==> src/rtl/hamming_pkg.sv <==
// Shared helpers for the SECDED decoder: codeword geometry, position classification
// and parity-mode encodings.
package hamming_pkg;

    localparam logic PAR_EVEN = 1'b0;
    localparam logic PAR_ODD  = 1'b1;

    // Smallest P with 2^P >= DATA_W + P + 1; scanning downward leaves the smallest match.
    function automatic int calc_p(input int data_w);
        int p;
        p = 0;
        for (int i = 7; i >= 1; i--) begin
            if ((1 << i) >= data_w + i + 1) begin
                p = i;
            end
        end
        return p;
    endfunction

    function automatic int calc_code_w(input int data_w);
        return data_w + calc_p(data_w) + 1;
    endfunction

    function automatic logic is_pow2(input int pos);
        return (pos != 0) && ((pos & (pos - 1)) == 0);
    endfunction

    // Codeword position holding data bit k: the k-th non-power-of-two position from 3 up.
    function automatic int data_pos(input int k);
        int found;
        int cnt;
        found = -1;
        cnt   = 0;
        for (int pos = 3; pos < 128; pos++) begin
            if (!is_pow2(pos)) begin
                if (cnt == k && found < 0) begin
                    found = pos;
                end
                cnt++;
            end
        end
        return found;
    endfunction

endpackage

==> src/rtl/hamming_syndrome.sv <==
// Combinational syndrome and overall-parity check for one SECDED codeword.
module hamming_syndrome
    import hamming_pkg::*;
#(
    parameter int P      = 3,
    parameter int CODE_W = 8
) (
    input  logic [CODE_W-1:0] code,
    input  logic              parity_type,
    output logic [P-1:0]      syndrome,
    output logic              overall
);

    logic par_inv;

    // Mask of every codeword position whose index has bit_i set.
    function automatic logic [CODE_W-1:0] group_mask(input int bit_i);
        logic [CODE_W-1:0] m;
        m = '0;
        for (int pos = 0; pos < CODE_W; pos++) begin
            m[pos] = pos[bit_i];
        end
        return m;
    endfunction

    assign par_inv = (parity_type != PAR_EVEN);

    generate
        for (genvar gi = 0; gi < P; gi++) begin : g_syn
            localparam logic [CODE_W-1:0] MASK = group_mask(gi);
            assign syndrome[gi] = (^(code & MASK)) ^ par_inv;
        end
    endgenerate

    assign overall = (^code) ^ par_inv;

endmodule

==> src/rtl/hamming_secded_decoder.sv <==
// Two-stage pipelined Hamming SECDED decoder with valid/ready handshakes and
// saturating corrected/uncorrected error counters.
module hamming_secded_decoder
    import hamming_pkg::*;
#(
    parameter int  DATA_W = 4,
    parameter int  CNT_W  = 16,
    localparam int P      = calc_p(DATA_W),
    localparam int CODE_W = calc_code_w(DATA_W)
) (
    input  logic              clk,
    input  logic              rst_n,
    input  logic              in_valid,
    output logic              in_ready,
    input  logic [CODE_W-1:0] code_in,
    input  logic              parity_type,
    output logic              out_valid,
    input  logic              out_ready,
    output logic [DATA_W-1:0] data_out,
    output logic              single_err,
    output logic              double_err,
    output logic [P:0]        err_pos,
    input  logic              cnt_clr,
    output logic [CNT_W-1:0]  corr_cnt,
    output logic [CNT_W-1:0]  uncorr_cnt
);

    localparam int PW = P + 1;

    logic              s1_valid_reg;
    logic [P-1:0]      s1_syn_reg;
    logic              s1_overall_reg;
    logic [DATA_W-1:0] s1_data_reg;
    logic [P-1:0]      syn_next;
    logic              overall_next;
    logic [DATA_W-1:0] s1_data_next;

    logic              out_valid_reg;
    logic [DATA_W-1:0] data_out_reg;
    logic              single_err_reg;
    logic              double_err_reg;
    logic [P:0]        err_pos_reg;
    logic [DATA_W-1:0] data_corr;
    logic              single_next;
    logic              double_next;
    logic [P:0]        err_pos_next;
    logic              flip;

    logic [CNT_W-1:0]  corr_cnt_reg;
    logic [CNT_W-1:0]  uncorr_cnt_reg;
    logic [CNT_W-1:0]  corr_cnt_next;
    logic [CNT_W-1:0]  uncorr_cnt_next;

    logic              s2_en;
    logic              deliver;

    hamming_syndrome #(
        .P      (P),
        .CODE_W (CODE_W)
    ) u_syndrome (
        .code        (code_in),
        .parity_type (parity_type),
        .syndrome    (syn_next),
        .overall     (overall_next)
    );

    // Parity positions are fully consumed by the syndrome, so only the raw data bits
    // travel down the pipe.
    generate
        for (genvar gi = 0; gi < DATA_W; gi++) begin : g_data
            localparam int POS = data_pos(gi);
            assign s1_data_next[gi] = code_in[POS];
            assign data_corr[gi]    = s1_data_reg[gi] ^ (flip && (s1_syn_reg == P'(POS)));
        end
    endgenerate

    always_comb begin
        single_next  = 1'b0;
        double_next  = 1'b0;
        err_pos_next = '0;
        flip         = 1'b0;
        if (s1_overall_reg) begin
            // A syndrome pointing past the codeword cannot be a single flip.
            if ({1'b0, s1_syn_reg} > PW'(CODE_W - 1)) begin
                double_next = 1'b1;
            end else begin
                single_next  = 1'b1;
                flip         = 1'b1;
                err_pos_next = {1'b0, s1_syn_reg};
            end
        end else if (s1_syn_reg != '0) begin
            double_next = 1'b1;
        end
    end

    assign s2_en    = !out_valid_reg || out_ready;
    assign in_ready = !s1_valid_reg || s2_en;
    assign deliver  = out_valid_reg && out_ready;

    always_comb begin
        corr_cnt_next   = corr_cnt_reg;
        uncorr_cnt_next = uncorr_cnt_reg;
        if (cnt_clr) begin
            corr_cnt_next   = '0;
            uncorr_cnt_next = '0;
        end else if (deliver) begin
            if (single_err_reg && (corr_cnt_reg != '1)) begin
                corr_cnt_next = corr_cnt_reg + 1'b1;
            end
            if (double_err_reg && (uncorr_cnt_reg != '1)) begin
                uncorr_cnt_next = uncorr_cnt_reg + 1'b1;
            end
        end
    end

    always_ff @(posedge clk or negedge rst_n) begin
        if (!rst_n) begin
            s1_valid_reg   <= 1'b0;
            s1_syn_reg     <= '0;
            s1_overall_reg <= 1'b0;
            s1_data_reg    <= '0;
            out_valid_reg  <= 1'b0;
            data_out_reg   <= '0;
            single_err_reg <= 1'b0;
            double_err_reg <= 1'b0;
            err_pos_reg    <= '0;
            corr_cnt_reg   <= '0;
            uncorr_cnt_reg <= '0;
        end else begin
            if (in_ready) begin
                s1_valid_reg <= in_valid;
                if (in_valid) begin
                    s1_syn_reg     <= syn_next;
                    s1_overall_reg <= overall_next;
                    s1_data_reg    <= s1_data_next;
                end
            end
            if (s2_en) begin
                out_valid_reg <= s1_valid_reg;
                if (s1_valid_reg) begin
                    data_out_reg   <= data_corr;
                    single_err_reg <= single_next;
                    double_err_reg <= double_next;
                    err_pos_reg    <= err_pos_next;
                end
            end
            corr_cnt_reg   <= corr_cnt_next;
            uncorr_cnt_reg <= uncorr_cnt_next;
        end
    end

    assign out_valid  = out_valid_reg;
    assign data_out   = data_out_reg;
    assign single_err = single_err_reg;
    assign double_err = double_err_reg;
    assign err_pos    = err_pos_reg;
    assign corr_cnt   = corr_cnt_reg;
    assign uncorr_cnt = uncorr_cnt_reg;

endmodule

==> config.mk <==
export PLATFORM = sky130hd
export DESIGN_NAME = hamming_secded_decoder
export DESIGN_NICKNAME = d
export VERILOG_FILES = /design/src/rtl/hamming_pkg.sv /design/src/rtl/hamming_syndrome.sv /design/src/rtl/hamming_secded_decoder.sv
export SDC_FILE = /design/constraint.sdc
export NUM_CORES = 1
export LEC_CHECK = 0
export BUFFER_PORTS_ARGS = -buffer_cell sky130_fd_sc_hd__buf_2
export CORE_ASPECT_RATIO = 0.5
export CORE_UTILIZATION = 59
export DETAILED_ROUTE_END_ITERATION = 6
export PLACE_DENSITY_LB_ADDON = 0.3
export SLEW_MARGIN = 5
export SYNTH_ARGS = -nofsm -noshare
export SYNTH_HDL_FRONTEND = slang
export SYNTH_SLANG_ARGS = --single-unit
==> constraint.sdc <==
create_clock -name clk -period 3.99 [get_ports clk]
set_input_delay 1.197 -clock clk [delete_from_list [all_inputs] [get_ports clk]]
set_output_delay 1.197 -clock clk [all_outputs]
set_load 0.03 [all_outputs]
==> impl_metrics.prom, run 1 <==
# TYPE chip_impl_metric gauge
chip_impl_metric{name="synth_async_reset_ratio",unit="%"} 100
chip_impl_metric{name="clockBufferDepth",unit=""} 2
chip_impl_metric{name="layout_min_cycle_time",unit="ns"} 2.95
chip_impl_metric{name="first_pass_grt_wire_length",unit="um"} 9560
chip_impl_metric{name="mappedNetlistArea",unit="um2"} 2720
chip_impl_info{name="crit_path_start",value="out_ready"} 1
chip_impl_metric{name="cp.buffers_inverters",unit=""} 2
chip_impl_info{name="reg2reg_from",value="corr_cnt[0]$_DFFE_PN0P_"} 1
chip_impl_metric{name="critical_path.max_stage_delay",unit="ns"} 0.21
chip_impl_metric{name="cts_setup_buffers",unit=""} 0
chip_impl_metric{name="antenna_violating_nets_post_route",unit=""} 0
chip_impl_info{name="crit_top_cell",value="buf_2"} 1
chip_impl_metric{name="worst_hold_slack",unit="ns"} 0.486
chip_impl_metric{name="initial_utilization",unit="%"} 61.5
chip_impl_metric{name="finish.net_count",unit=""} 352
chip_impl_metric{name="die_area",unit="um2"} 4910
chip_impl_metric{name="drive_gt1_share",unit="%"} 23.4
chip_impl_metric{name="post_dp_cell_area",unit="um2"} 3030
chip_impl_info{name="hp-class",value="reg -> reg"} 1
chip_impl_info{name="slowest_stage",value="buf_2"} 1
chip_impl_metric{name="synth_enable_flop_cells",unit=""} 0
chip_impl_metric{name="buffer_ports.inserted",unit=""} 56
chip_impl_metric{name="first_pass_iters",unit=""} 7
chip_impl_info{name="synthFlopType",value="dfrtp_1"} 1
chip_impl_metric{name="worst-path-max-fanout",unit=""} 7
chip_impl_metric{name="synth.ff_latch_count",unit=""} 51
chip_impl_metric{name="leakage",unit="nW"} 1.32
chip_impl_metric{name="worstPathRequired",unit="ns"} 2.79
chip_impl_metric{name="syn2layout_area_growth",unit="%"} 14.6
chip_impl_metric{name="floorplan.rows",unit=""} 17
chip_impl_metric{name="detailedRoute.firstIterationViolations",unit=""} 142
chip_impl_metric{name="grt_max_degree",unit=""} 41
chip_impl_metric{name="synth.net_count",unit=""} 301
chip_impl_metric{name="critPathArrivalTime",unit="ns"} 1.76
chip_impl_metric{name="layout_skew",unit="ns"} 0.00571
chip_impl_metric{name="boundaryPins",unit=""} 58
chip_impl_metric{name="drc",unit=""} 3
chip_impl_metric{name="cts.reportedPaths.clkPinSlew",unit="ns"} 0.09
chip_impl_metric{name="synth_cell_types",unit=""} 40
chip_impl_info{name="unrepaired_setup_endpoints_after_global_routing",value="false"} 1
chip_impl_metric{name="place_congestion",unit=""} 0.863
chip_impl_metric{name="antenna_cells",unit=""} 0
chip_impl_metric{name="tritoncts_num_sinks",unit=""} 51
chip_impl_metric{name="post_cts_hold_buffer_count",unit=""} 0
chip_impl_info{name="critical_path_class",value="in -> out"} 1
chip_impl_metric{name="slew_violations",unit=""} 0
chip_impl_metric{name="worst_ir_drop_vdd",unit="V"} 0.000233
chip_impl_metric{name="ys_seq_area_share",unit="%"} 46.9
chip_impl_metric{name="drv.max_cap_violation_count",unit=""} 0
chip_impl_info{name="crit_chain",value="buf_2 -> nand3b_1 -> buf_2"} 1
chip_impl_info{name="clock_tree.root_cell",value="clkbuf_8"} 1
chip_impl_metric{name="antenna_violations_before_repair",unit=""} 0
chip_impl_info{name="crit_path_start_kind",value="primary input"} 1
chip_impl_metric{name="totalWireLength",unit="um"} 5750
chip_impl_metric{name="chipHeight",unit="um"} 50.0
chip_impl_metric{name="final-hold-violation-count",unit=""} 0
chip_impl_metric{name="post_drt_via_cell_ratio",unit=""} 6.10
chip_impl_metric{name="preCtsSetupSlack",unit="ns"} 1.05
chip_impl_metric{name="achievable_clock_frequency",unit="GHz"} 0.339
chip_impl_metric{name="timing.slew.headroom",unit="%"} 39.6
chip_impl_metric{name="setup-tns-final",unit="ns"} 0
chip_impl_metric{name="fin_ws",unit="ns"} 1.04
chip_impl_info{name="cts_tree",value="built"} 1
chip_impl_metric{name="finalSetupViolCount",unit=""} 0
chip_impl_info{name="outcome",value="finished with violations"} 1
chip_impl_metric{name="num_vias",unit=""} 2402
chip_impl_metric{name="final.fill_count",unit=""} 374
chip_impl_metric{name="vias_in_the_first_global_route",unit=""} 2106
chip_impl_info{name="cp_endpoint_kind",value="output pin"} 1
chip_impl_info{name="critical_path.top_delay_family",value="buffers and inverters"} 1
chip_impl_metric{name="max_slew.worst_pin.slew",unit="ns"} 0.906
chip_impl_metric{name="h-tree-depth",unit=""} 2
chip_impl_info{name="hold_path_startpoint",value="data_out[3]$_DFFE_PN0P_"} 1
chip_impl_metric{name="synth_warnings",unit=""} 0
chip_impl_metric{name="clock_insertion_delay_worst_skew",unit="ns"} 0.30
chip_impl_metric{name="syn_area_per_cell",unit="um2"} 9.55
chip_impl_metric{name="drt-wirelength-per-cell",unit="um"} 14.6
chip_impl_metric{name="hpwl",unit="um"} 4070
chip_impl_metric{name="netlist_instances",unit=""} 285
chip_impl_metric{name="cts_made_buffers",unit=""} 5
chip_impl_metric{name="cts-resized-gates",unit=""} 0
chip_impl_metric{name="globalRouteTotalUtil",unit="%"} 24.8
chip_impl_metric{name="finalInstanceArea",unit="um2"} 3120
chip_impl_metric{name="gr-total-overflow",unit=""} 0
chip_impl_metric{name="cellPowerDensity",unit="nW/um2"} 373
chip_impl_metric{name="chipWidth",unit="um"} 98.1
chip_impl_metric{name="core",unit="um2"} 4420
chip_impl_info{name="failing_checks",value="design-rule violations"} 1
chip_impl_metric{name="final.period_utilization",unit="%"} 74.0
-- synthesized netlist by cell type, types with 3 or more instances --
master,instances,area [um2]
o21ai_0,17,85.1
xor2_1,4,35.0
nor2b_1,4,25.0
dfrtp_1,51,1280
clkbuf_1,12,45.0
nand2b_1,6,37.5
nand2_1,26,97.6
or3_1,8,50.1
inv_1,4,15.0
nand4b_1,3,26.3
xnor2_1,11,96.3
nor3_1,10,50.1
o31ai_1,14,105
or4_1,14,105
nand4_1,14,87.6
mux2_2,10,113
nand3_1,10,50.1
nor2_1,13,48.8
a21oi_1,23,115
nor4_1,5,31.3
-- metal layers --
| metal | wire length (um) | vias to the layer above | global-route usage, % | share of wire (%) |
|---|---|---|---|---|
| met4 | 17 | 0 | 4.80 | 0.30 |
| met5 | 0 | - | 0 | 0 |
| met1 | 2540 | 1153 | 31.8 | 44 |
| met2 | 2860 | 81 | 44.1 | 50 |
| met3 | 327 | 2 | 5.25 | 5.7 |
| li1 | - | 1166 | - | - |
-- through the flow --
| step | utilization, % | power (mW) | instances |
|---|---|---|---|
| 2_1_floorplan | - | 0.807 | 285 |
| 3_3_place_gp | 68.5 | 0.883 | 386 |
| 3_5_place_dp | 68.5 | 0.892 | 386 |
| 4_1_cts | 70.4 | 1.18 | 394 |
| 5_1_grt | 70.5 | 1.23 | 394 |
| 6_report | 70.5 | 1.16 | 394 |
-- worst reg2reg max path: stages, from the launching register on --
cell and delay, ns:
dfrtp_1 0.43, ha_1 0.24, nand4_1 0.24, or3_1 0.48, or4_1 0.51, a21oi_1 0.15
-- power breakdown --
group	leakage [nW]	internal [mW]	switching [mW]
logic	0.600	0.0926	0.160
registers	0.677	0.569	0.0594
clock network	0.0422	0.123	0.160
total	1.32	0.785	0.380
-- cells in the final DEF, fill, tap and decap left out, types with 3 or more instances in the layout --
cell and count:
or3_1 8, xnor2_1 11, nand4b_1 3, nor3_1 10, nor2b_1 4, dfrtp_1 51
nand3_1 10, o21ai_0 17, xor2_1 4, nor4_1 4, nor2_1 13, clkbuf_8 5
buf_2 56, nand2_1 26, mux2_2 10, a21oi_1 23, or4_1 14, o31ai_1 14
inv_1 4, nand4_1 14, nand2b_1 6
-- kinds of logic after synthesis --
| group | Yosys count | share of synthesized area (%) |
|---|---|---|
| buffers and inverters | 18 | 2.67 |
| muxes | 12 | 4.87 |
| AOI/OAI and AO/OA | 59 | 12.7 |
| and+or+nand+nor | 126 | 26.1 |
| DFF | 51 | 46.9 |
| adders and majority gates | 2 | 0.919 |
| xor gates and xnor gates | 16 | 5.65 |
| other | 1 | 0.138 |
-- area by class of cell --
class                      count  area, um2  share of cell area (%)
multi-input combinational    216       1380                    44.2
clock buffer                   7       76.3                    2.45
inverter                       4       15.0                   0.481
sequential                    51       1280                    40.9
timing repair buffer          58        295                    9.47
tap                           57       71.3                    2.29
clock inverter                 1       5.00                   0.160
-- final timing paths --
kind / end / slack (ns) / cells after the start
min in group asynchronous: corr_cnt[6]$_DFFE_PN0P_ / 1.03 / 1
hold reg to reg: data_out[3]$_DFFE_PN0P_ / 0.49 / 2
setup reg to reg: corr_cnt[12]$_DFFE_PN0P_ / 1.86 / 5
setup / recovery: in_ready / 1.04 / 3
hold / removal: data_out[3]$_DFFE_PN0P_ / 0.49 / 2
max in group asynchronous: corr_cnt[1]$_DFFE_PN0P_ / 2.25 / 2
Power figures use the tool's default switching activity.
==> run 2, diff against run 1 <==
--- a/config.mk
+++ b/config.mk
@@ -7,7 +7,7 @@
 export LEC_CHECK = 0
 export BUFFER_PORTS_ARGS = -buffer_cell sky130_fd_sc_hd__buf_2
 export CORE_ASPECT_RATIO = 0.5
-export CORE_UTILIZATION = 59
+export CORE_UTILIZATION = 54
 export DETAILED_ROUTE_END_ITERATION = 6
 export PLACE_DENSITY_LB_ADDON = 0.3
 export SLEW_MARGIN = 5
==> constraint.sdc (replaced) <==
create_clock -name clk -period 3.05 [get_ports clk]
set_input_delay 0.915 -clock clk [delete_from_list [all_inputs] [get_ports clk]]
set_output_delay 0.915 -clock clk [all_outputs]
set_load 0.03 [all_outputs]
==> impl_metrics.prom, run 2 (synthesis gave the netlist of run 1 again) <==
# TYPE chip_impl_metric gauge
chip_impl_metric{name="globalRouteTotalUtil",unit="%"} 24.5
chip_impl_info{name="critical_path_class",value="in -> out"} 1
chip_impl_metric{name="drt-wirelength-per-cell",unit="um"} 14.8
chip_impl_metric{name="chipWidth",unit="um"} 102
chip_impl_info{name="unrepaired_setup_endpoints_after_global_routing",value="false"} 1
chip_impl_metric{name="final.period_utilization",unit="%"} 79.4
chip_impl_metric{name="layout_skew",unit="ns"} 0.0119
chip_impl_info{name="critical_path.top_delay_family",value="buffers and inverters"} 1
chip_impl_metric{name="cellPowerDensity",unit="nW/um2"} 519
chip_impl_metric{name="first_pass_grt_wire_length",unit="um"} 9980
chip_impl_metric{name="floorplan.rows",unit=""} 17
chip_impl_metric{name="finalPower",unit="mW"} 1.64
chip_impl_metric{name="num_vias",unit=""} 2427
chip_impl_metric{name="preCtsSetupSlack",unit="ns"} 0.415
chip_impl_metric{name="critPathArrivalTime",unit="ns"} 1.51
chip_impl_metric{name="cts_made_buffers",unit=""} 5
chip_impl_metric{name="post_dp_cell_area",unit="um2"} 3050
chip_impl_metric{name="buffer_ports.inserted",unit=""} 56
chip_impl_info{name="hp-class",value="reg -> reg"} 1
chip_impl_metric{name="finalSetupViolCount",unit=""} 0
chip_impl_metric{name="clockBufferDepth",unit=""} 2
chip_impl_metric{name="slew_violations",unit=""} 0
chip_impl_metric{name="finish.net_count",unit=""} 353
chip_impl_metric{name="place.detailed.instances",unit=""} 396
chip_impl_metric{name="final.fill_count",unit=""} 383
chip_impl_metric{name="final-hold-violation-count",unit=""} 0
chip_impl_metric{name="syn2layout_area_growth",unit="%"} 16.3
chip_impl_metric{name="boundaryPins",unit=""} 58
chip_impl_metric{name="cp.buffers_inverters",unit=""} 2
chip_impl_metric{name="max_slew.worst_pin.slew",unit="ns"} 0.732
chip_impl_metric{name="worst-path-max-fanout",unit=""} 7
chip_impl_info{name="outcome",value="finished clean"} 1
chip_impl_metric{name="layout_min_cycle_time",unit="ns"} 2.42
chip_impl_metric{name="stdcell_count",unit=""} 404
chip_impl_metric{name="drv.max_cap_violation_count",unit=""} 0
chip_impl_metric{name="finalInstanceArea",unit="um2"} 3170
chip_impl_metric{name="place_congestion",unit=""} 0.846
chip_impl_metric{name="timing.slew.headroom",unit="%"} 50.8
chip_impl_metric{name="achievable_clock_frequency",unit="GHz"} 0.413
chip_impl_metric{name="drc",unit=""} 0
chip_impl_info{name="clock_tree.root_cell",value="clkbuf_8"} 1
chip_impl_metric{name="antenna_violations_before_repair",unit=""} 0
chip_impl_info{name="crit_top_cell",value="buf_2"} 1
chip_impl_metric{name="hpwl",unit="um"} 4290
chip_impl_info{name="mostFrequentLayoutCell",value="buf_2"} 1
chip_impl_metric{name="die_area",unit="um2"} 5350
chip_impl_metric{name="antenna_violating_nets_post_route",unit=""} 0
chip_impl_metric{name="critical_path.max_stage_delay",unit="ns"} 0.22
chip_impl_metric{name="chipHeight",unit="um"} 52.2
chip_impl_metric{name="cts.reportedPaths.clkPinSlew",unit="ns"} 0.10
chip_impl_metric{name="h-tree-depth",unit=""} 2
chip_impl_metric{name="post_cts_hold_buffer_count",unit=""} 0
chip_impl_metric{name="gr-total-overflow",unit=""} 0
chip_impl_metric{name="tritoncts_num_sinks",unit=""} 51
chip_impl_info{name="slowest_stage",value="nand3b_1"} 1
chip_impl_metric{name="initial_utilization",unit="%"} 59.0
chip_impl_metric{name="core",unit="um2"} 4620
chip_impl_metric{name="leakage",unit="nW"} 1.34
chip_impl_metric{name="worstPathRequired",unit="ns"} 2.13
chip_impl_metric{name="vias_in_the_first_global_route",unit=""} 2166
chip_impl_metric{name="cts-resized-gates",unit=""} 0
chip_impl_metric{name="setup-tns-final",unit="ns"} 0
chip_impl_metric{name="detailedRoute.firstIterationViolations",unit=""} 108
chip_impl_metric{name="worst_ir_drop_vdd",unit="V"} 0.000315
chip_impl_info{name="crit_chain",value="buf_2 -> nand3b_1 -> buf_2"} 1
chip_impl_metric{name="drive_gt1_share",unit="%"} 24.0
chip_impl_metric{name="cts_setup_buffers",unit=""} 0
chip_impl_info{name="crit_path_start_kind",value="primary input"} 1
chip_impl_metric{name="clock_insertion_delay_worst_skew",unit="ns"} 0.31
chip_impl_metric{name="fin_ws",unit="ns"} 0.628
chip_impl_metric{name="grt_max_degree",unit=""} 52
chip_impl_metric{name="first_pass_iters",unit=""} 5
chip_impl_info{name="cts_tree",value="built"} 1
chip_impl_info{name="most-common-layout-cells",value="buf_2, dfrtp_1, nand2_1"} 1
chip_impl_info{name="cp_endpoint_kind",value="output pin"} 1
chip_impl_metric{name="post_drt_via_cell_ratio",unit=""} 6.01
chip_impl_metric{name="antenna_cells",unit=""} 0
chip_impl_metric{name="totalWireLength",unit="um"} 5960
[run 2: cell types whose count changed in the layout (fill, tap and decap cells not counted), sizes merged]
cell | before | now
clkbuf | 7 | 5
buf | 58 | 59
bufinv | 0 | 1
clkinv | 1 | 0
clkinvlp | 0 | 1
inv | 4 | 5
[run 2: worst min-delay path, cell delays in order, from the launching register on]
cell and delay [ns]:
dfrtp_1 0.35, nand2_1 0.04, o21ai_0 0.06
[run 2: per-stage QoR]
stage,utilization (%),hold WS [ns]
2_1_floorplan,-,0.457
5_1_grt,68.6,0.518
3_5_place_dp,66.1,0.465
4_1_cts,68.6,0.488
3_3_place_gp,66.1,0.462
6_report,68.6,0.484
[run 2: final timing paths]
path	cells after the start	slack, ns	from	end
worst max-delay path	3	0.63	out_ready	in_ready
worst min-delay path	2	0.48	err_pos[2]$_DFFE_PN0P_	err_pos[2]$_DFFE_PN0P_
worst max register to register	5	0.88	corr_cnt[0]$_DFFE_PN0P_	corr_cnt[14]$_DFFE_PN0P_
worst min register to register	2	0.48	err_pos[2]$_DFFE_PN0P_	err_pos[2]$_DFFE_PN0P_
max in group asynchronous	2	1.93	rst_n	uncorr_cnt[2]$_DFFE_PN0P_
min in group asynchronous	2	0.70	rst_n	corr_cnt[1]$_DFFE_PN0P_
[run 2: metal layers]
| layer | vias up | GRT usage [%] | wire (um) |
|---|---|---|---|
| met1 | 1178 | 33.2 | 2610 |
| met2 | 87 | 42.1 | 2980 |
| met4 | 0 | 4.05 | 0 |
| met5 | - | 0 | 0 |
| met3 | 0 | 4.80 | 364 |
| li1 | 1162 | - | - |
[run 2: layout make-up]
type	count	area, um2	share of cell area (%)
sequential	51	1280	40.3
clock inverter	3	46.3	1.46
clock buffer	5	68.8	2.17
timing repair buffer	59	303	9.57
tap	66	82.6	2.61
multi-input combinational	216	1370	43.4
inverter	4	15.0	0.474
[run 2: where the power goes]
part,total (mW),internal [mW],switching (mW)
clock network,0.489,0.248,0.241
logic,0.329,0.121,0.208
registers,0.825,0.744,0.0810
==> run 3, diff against run 2 <==
--- a/config.mk
+++ b/config.mk
@@ -7,7 +7,7 @@
 export LEC_CHECK = 0
 export BUFFER_PORTS_ARGS = -buffer_cell sky130_fd_sc_hd__buf_2
 export CORE_ASPECT_RATIO = 0.5
-export CORE_UTILIZATION = 54
+export CORE_UTILIZATION = 49
 export DETAILED_ROUTE_END_ITERATION = 6
 export PLACE_DENSITY_LB_ADDON = 0.3
 export SLEW_MARGIN = 5
==> constraint.sdc (replaced) <==
create_clock -name clk -period 2.1 [get_ports clk]
set_input_delay 0.63 -clock clk [delete_from_list [all_inputs] [get_ports clk]]
set_output_delay 0.63 -clock clk [all_outputs]
set_load 0.03 [all_outputs]
==> impl_metrics.prom, run 3 (synthesis gave the netlist of run 1 again) <==
# TYPE chip_impl_metric gauge
chip_impl_info{name="outcome",value="finished clean"} 1
chip_impl_metric{name="cellPowerDensity",unit="nW/um2"} 727
chip_impl_metric{name="place.detailed.instances",unit=""} 416
chip_impl_metric{name="layout_min_cycle_time",unit="ns"} 2.08
chip_impl_metric{name="final.period_utilization",unit="%"} 99.1
chip_impl_metric{name="post_cts_hold_buffer_count",unit=""} 0
chip_impl_metric{name="floorplan.rows",unit=""} 18
chip_impl_metric{name="antenna_cells",unit=""} 0
chip_impl_metric{name="slew_violations",unit=""} 0
chip_impl_metric{name="drc",unit=""} 0
chip_impl_metric{name="worst_ir_drop_vdd",unit="V"} 0.000406
chip_impl_metric{name="stdcell_count",unit=""} 424
chip_impl_metric{name="core",unit="um2"} 5130
chip_impl_metric{name="finalInstanceArea",unit="um2"} 3290
chip_impl_info{name="crit_path_start_kind",value="primary input"} 1
chip_impl_metric{name="max_slew.worst_pin.slew",unit="ns"} 0.607
chip_impl_metric{name="cts.reportedPaths.clkPinSlew",unit="ns"} 0.10
chip_impl_metric{name="preCtsSetupSlack",unit="ns"} -0.112
chip_impl_metric{name="tritoncts_num_sinks",unit=""} 51
chip_impl_metric{name="area_of_the_multi_input_gates",unit="um2"} 1370
chip_impl_metric{name="place_congestion",unit=""} 0.828
chip_impl_metric{name="final.fill_count",unit=""} 431
chip_impl_metric{name="cts_made_buffers",unit=""} 5
chip_impl_metric{name="chipHeight",unit="um"} 54.7
chip_impl_metric{name="antenna_violations_before_repair",unit=""} 0
chip_impl_metric{name="boundaryPins",unit=""} 58
chip_impl_metric{name="vias_in_the_first_global_route",unit=""} 2116
chip_impl_metric{name="achievable_clock_frequency",unit="GHz"} 0.480
chip_impl_metric{name="leakage",unit="nW"} 1.41
chip_impl_metric{name="fin_ws",unit="ns"} 0.0181
chip_impl_metric{name="finalSetupViolCount",unit=""} 0
chip_impl_metric{name="h-tree-depth",unit=""} 2
chip_impl_metric{name="initial_utilization",unit="%"} 53.0
chip_impl_metric{name="totalWireLength",unit="um"} 6180
chip_impl_metric{name="antenna_violating_nets_post_route",unit=""} 0
chip_impl_metric{name="syn2layout_area_growth",unit="%"} 20.9
chip_impl_metric{name="share_of_total_power_in_combinational_logic",unit="%"} 20.8
chip_impl_info{name="critical_path_class",value="in -> out"} 1
chip_impl_metric{name="die_area",unit="um2"} 5880
chip_impl_metric{name="drt-wirelength-per-cell",unit="um"} 14.6
chip_impl_metric{name="power_switching_share",unit="%"} 31.9
chip_impl_metric{name="post_drt_via_cell_ratio",unit=""} 5.78
chip_impl_metric{name="clock_insertion_delay_worst_skew",unit="ns"} 0.30
chip_impl_metric{name="setup-tns-final",unit="ns"} 0
chip_impl_metric{name="first_pass_grt_wire_length",unit="um"} 9890
chip_impl_metric{name="p_int",unit="mW"} 1.63
chip_impl_metric{name="finish.net_count",unit=""} 369
chip_impl_metric{name="drive_gt1_share",unit="%"} 27.4
chip_impl_info{name="hp-class",value="in -> async"} 1
chip_impl_info{name="most-common-layout-cells",value="buf_2, dfrtp_1, nand2_1"} 1
chip_impl_metric{name="seq_area",unit="um2"} 1280
chip_impl_metric{name="num_vias",unit=""} 2450
chip_impl_metric{name="gr-total-overflow",unit=""} 0
chip_impl_metric{name="critPathArrivalTime",unit="ns"} 1.45
chip_impl_metric{name="final-hold-violation-count",unit=""} 0
chip_impl_metric{name="first_pass_iters",unit=""} 4
chip_impl_metric{name="timing.slew.headroom",unit="%"} 59.2
chip_impl_metric{name="layout_skew",unit="ns"} 0.00403
chip_impl_info{name="cp_endpoint_kind",value="output pin"} 1
chip_impl_metric{name="clockBufferDepth",unit=""} 2
chip_impl_metric{name="detailedRoute.firstIterationViolations",unit=""} 126
chip_impl_info{name="cts_tree",value="built"} 1
chip_impl_info{name="unrepaired_setup_endpoints_after_global_routing",value="false"} 1
chip_impl_metric{name="cts-resized-gates",unit=""} 0
chip_impl_metric{name="cts_setup_buffers",unit=""} 0
chip_impl_metric{name="power.share.sequential",unit="%"} 49.8
chip_impl_metric{name="worst_hold_slack",unit="ns"} 0.280
chip_impl_metric{name="power.net_switching",unit="mW"} 0.764
chip_impl_metric{name="buffer_ports.inserted",unit=""} 56
chip_impl_metric{name="worstPathRequired",unit="ns"} 1.47
chip_impl_metric{name="chipWidth",unit="um"} 107
chip_impl_metric{name="clockPowerShare",unit="%"} 29.4
chip_impl_metric{name="hpwl",unit="um"} 4620
chip_impl_metric{name="worst-path-max-fanout",unit=""} 4
chip_impl_metric{name="drv.max_cap_violation_count",unit=""} 0
chip_impl_info{name="clock_tree.root_cell",value="clkbuf_8"} 1
chip_impl_metric{name="globalRouteTotalUtil",unit="%"} 22.3
chip_impl_info{name="mostFrequentLayoutCell",value="buf_2"} 1
chip_impl_metric{name="post_dp_cell_area",unit="um2"} 3180
chip_impl_metric{name="grt_max_degree",unit=""} 30
## run 3: per-layer routing
| metal | up-vias | part of all wire, % | global-route usage [%] | wire, um |
|---|---|---|---|---|
| met2 | 62 | 47 | 38.2 | 2880 |
| met3 | 5 | 4.5 | 4.40 | 280 |
| met1 | 1183 | 48 | 30.0 | 2970 |
| met4 | 0 | 0.68 | 5.48 | 42 |
| li1 | 1200 | - | - | - |
| met5 | - | 0 | 0 | 0 |
## run 3: metrics by stage
step	util (%)	power (mW)
after CTS	64.1	2.42
after detailed placement	61.8	1.71
after global placement	61.8	1.69
after global routing	64.1	2.52
after floorplan	-	1.53
final	64.1	2.39
## run 3: path summary, 6_finish.rpt
| kind | from | end | slack, ns | cells past startpoint |
|---|---|---|---|---|
| worst max-delay path | out_ready | in_ready | 0.02 | 5 |
| worst min-delay path | rst_n | uncorr_cnt[14]$_DFFE_PN0P_ | 0.28 | 1 |
| worst max register to register | uncorr_cnt[1]$_DFFE_PN0P_ | uncorr_cnt[9]$_DFFE_PN0P_ | 0.17 | 5 |
| worst min register to register | data_out[3]$_DFFE_PN0P_ | data_out[3]$_DFFE_PN0P_ | 0.48 | 2 |
| max in group asynchronous | rst_n | s1_data_reg[1]$_DFFE_PN0P_ | 1.20 | 2 |
| min in group clk | data_out[3]$_DFFE_PN0P_ | data_out[3]$_DFFE_PN0P_ | 0.48 | 2 |
## run 3: power groups by stage
stage | logic [mW] | clock network (mW) | registers, mW
detailed placement | 0.502 | 0 | 1.21
global route | 0.544 | 0.766 | 1.21
CTS | 0.505 | 0.724 | 1.19
global placement | 0.485 | 0 | 1.21
finish | 0.497 | 0.704 | 1.19
floorplan | 0.228 | 0 | 1.31
## run 3: cell type report
| cell class | count | area share (%) |
|---|---|---|
| multi-input combinational | 216 | 41.7 |
| timing repair buffer | 75 | 12.8 |
| tap | 70 | 2.66 |
| clock buffer | 5 | 2.09 |
| inverter | 4 | 0.456 |
| clock inverter | 3 | 1.44 |
| sequential | 51 | 38.8 |
## run 3: worst max-delay path: stages
cell	delay (ns)
buf_2	0.11
buf_4	0.14
buf_4	0.14
nand3b_1	0.21
buf_2	0.22
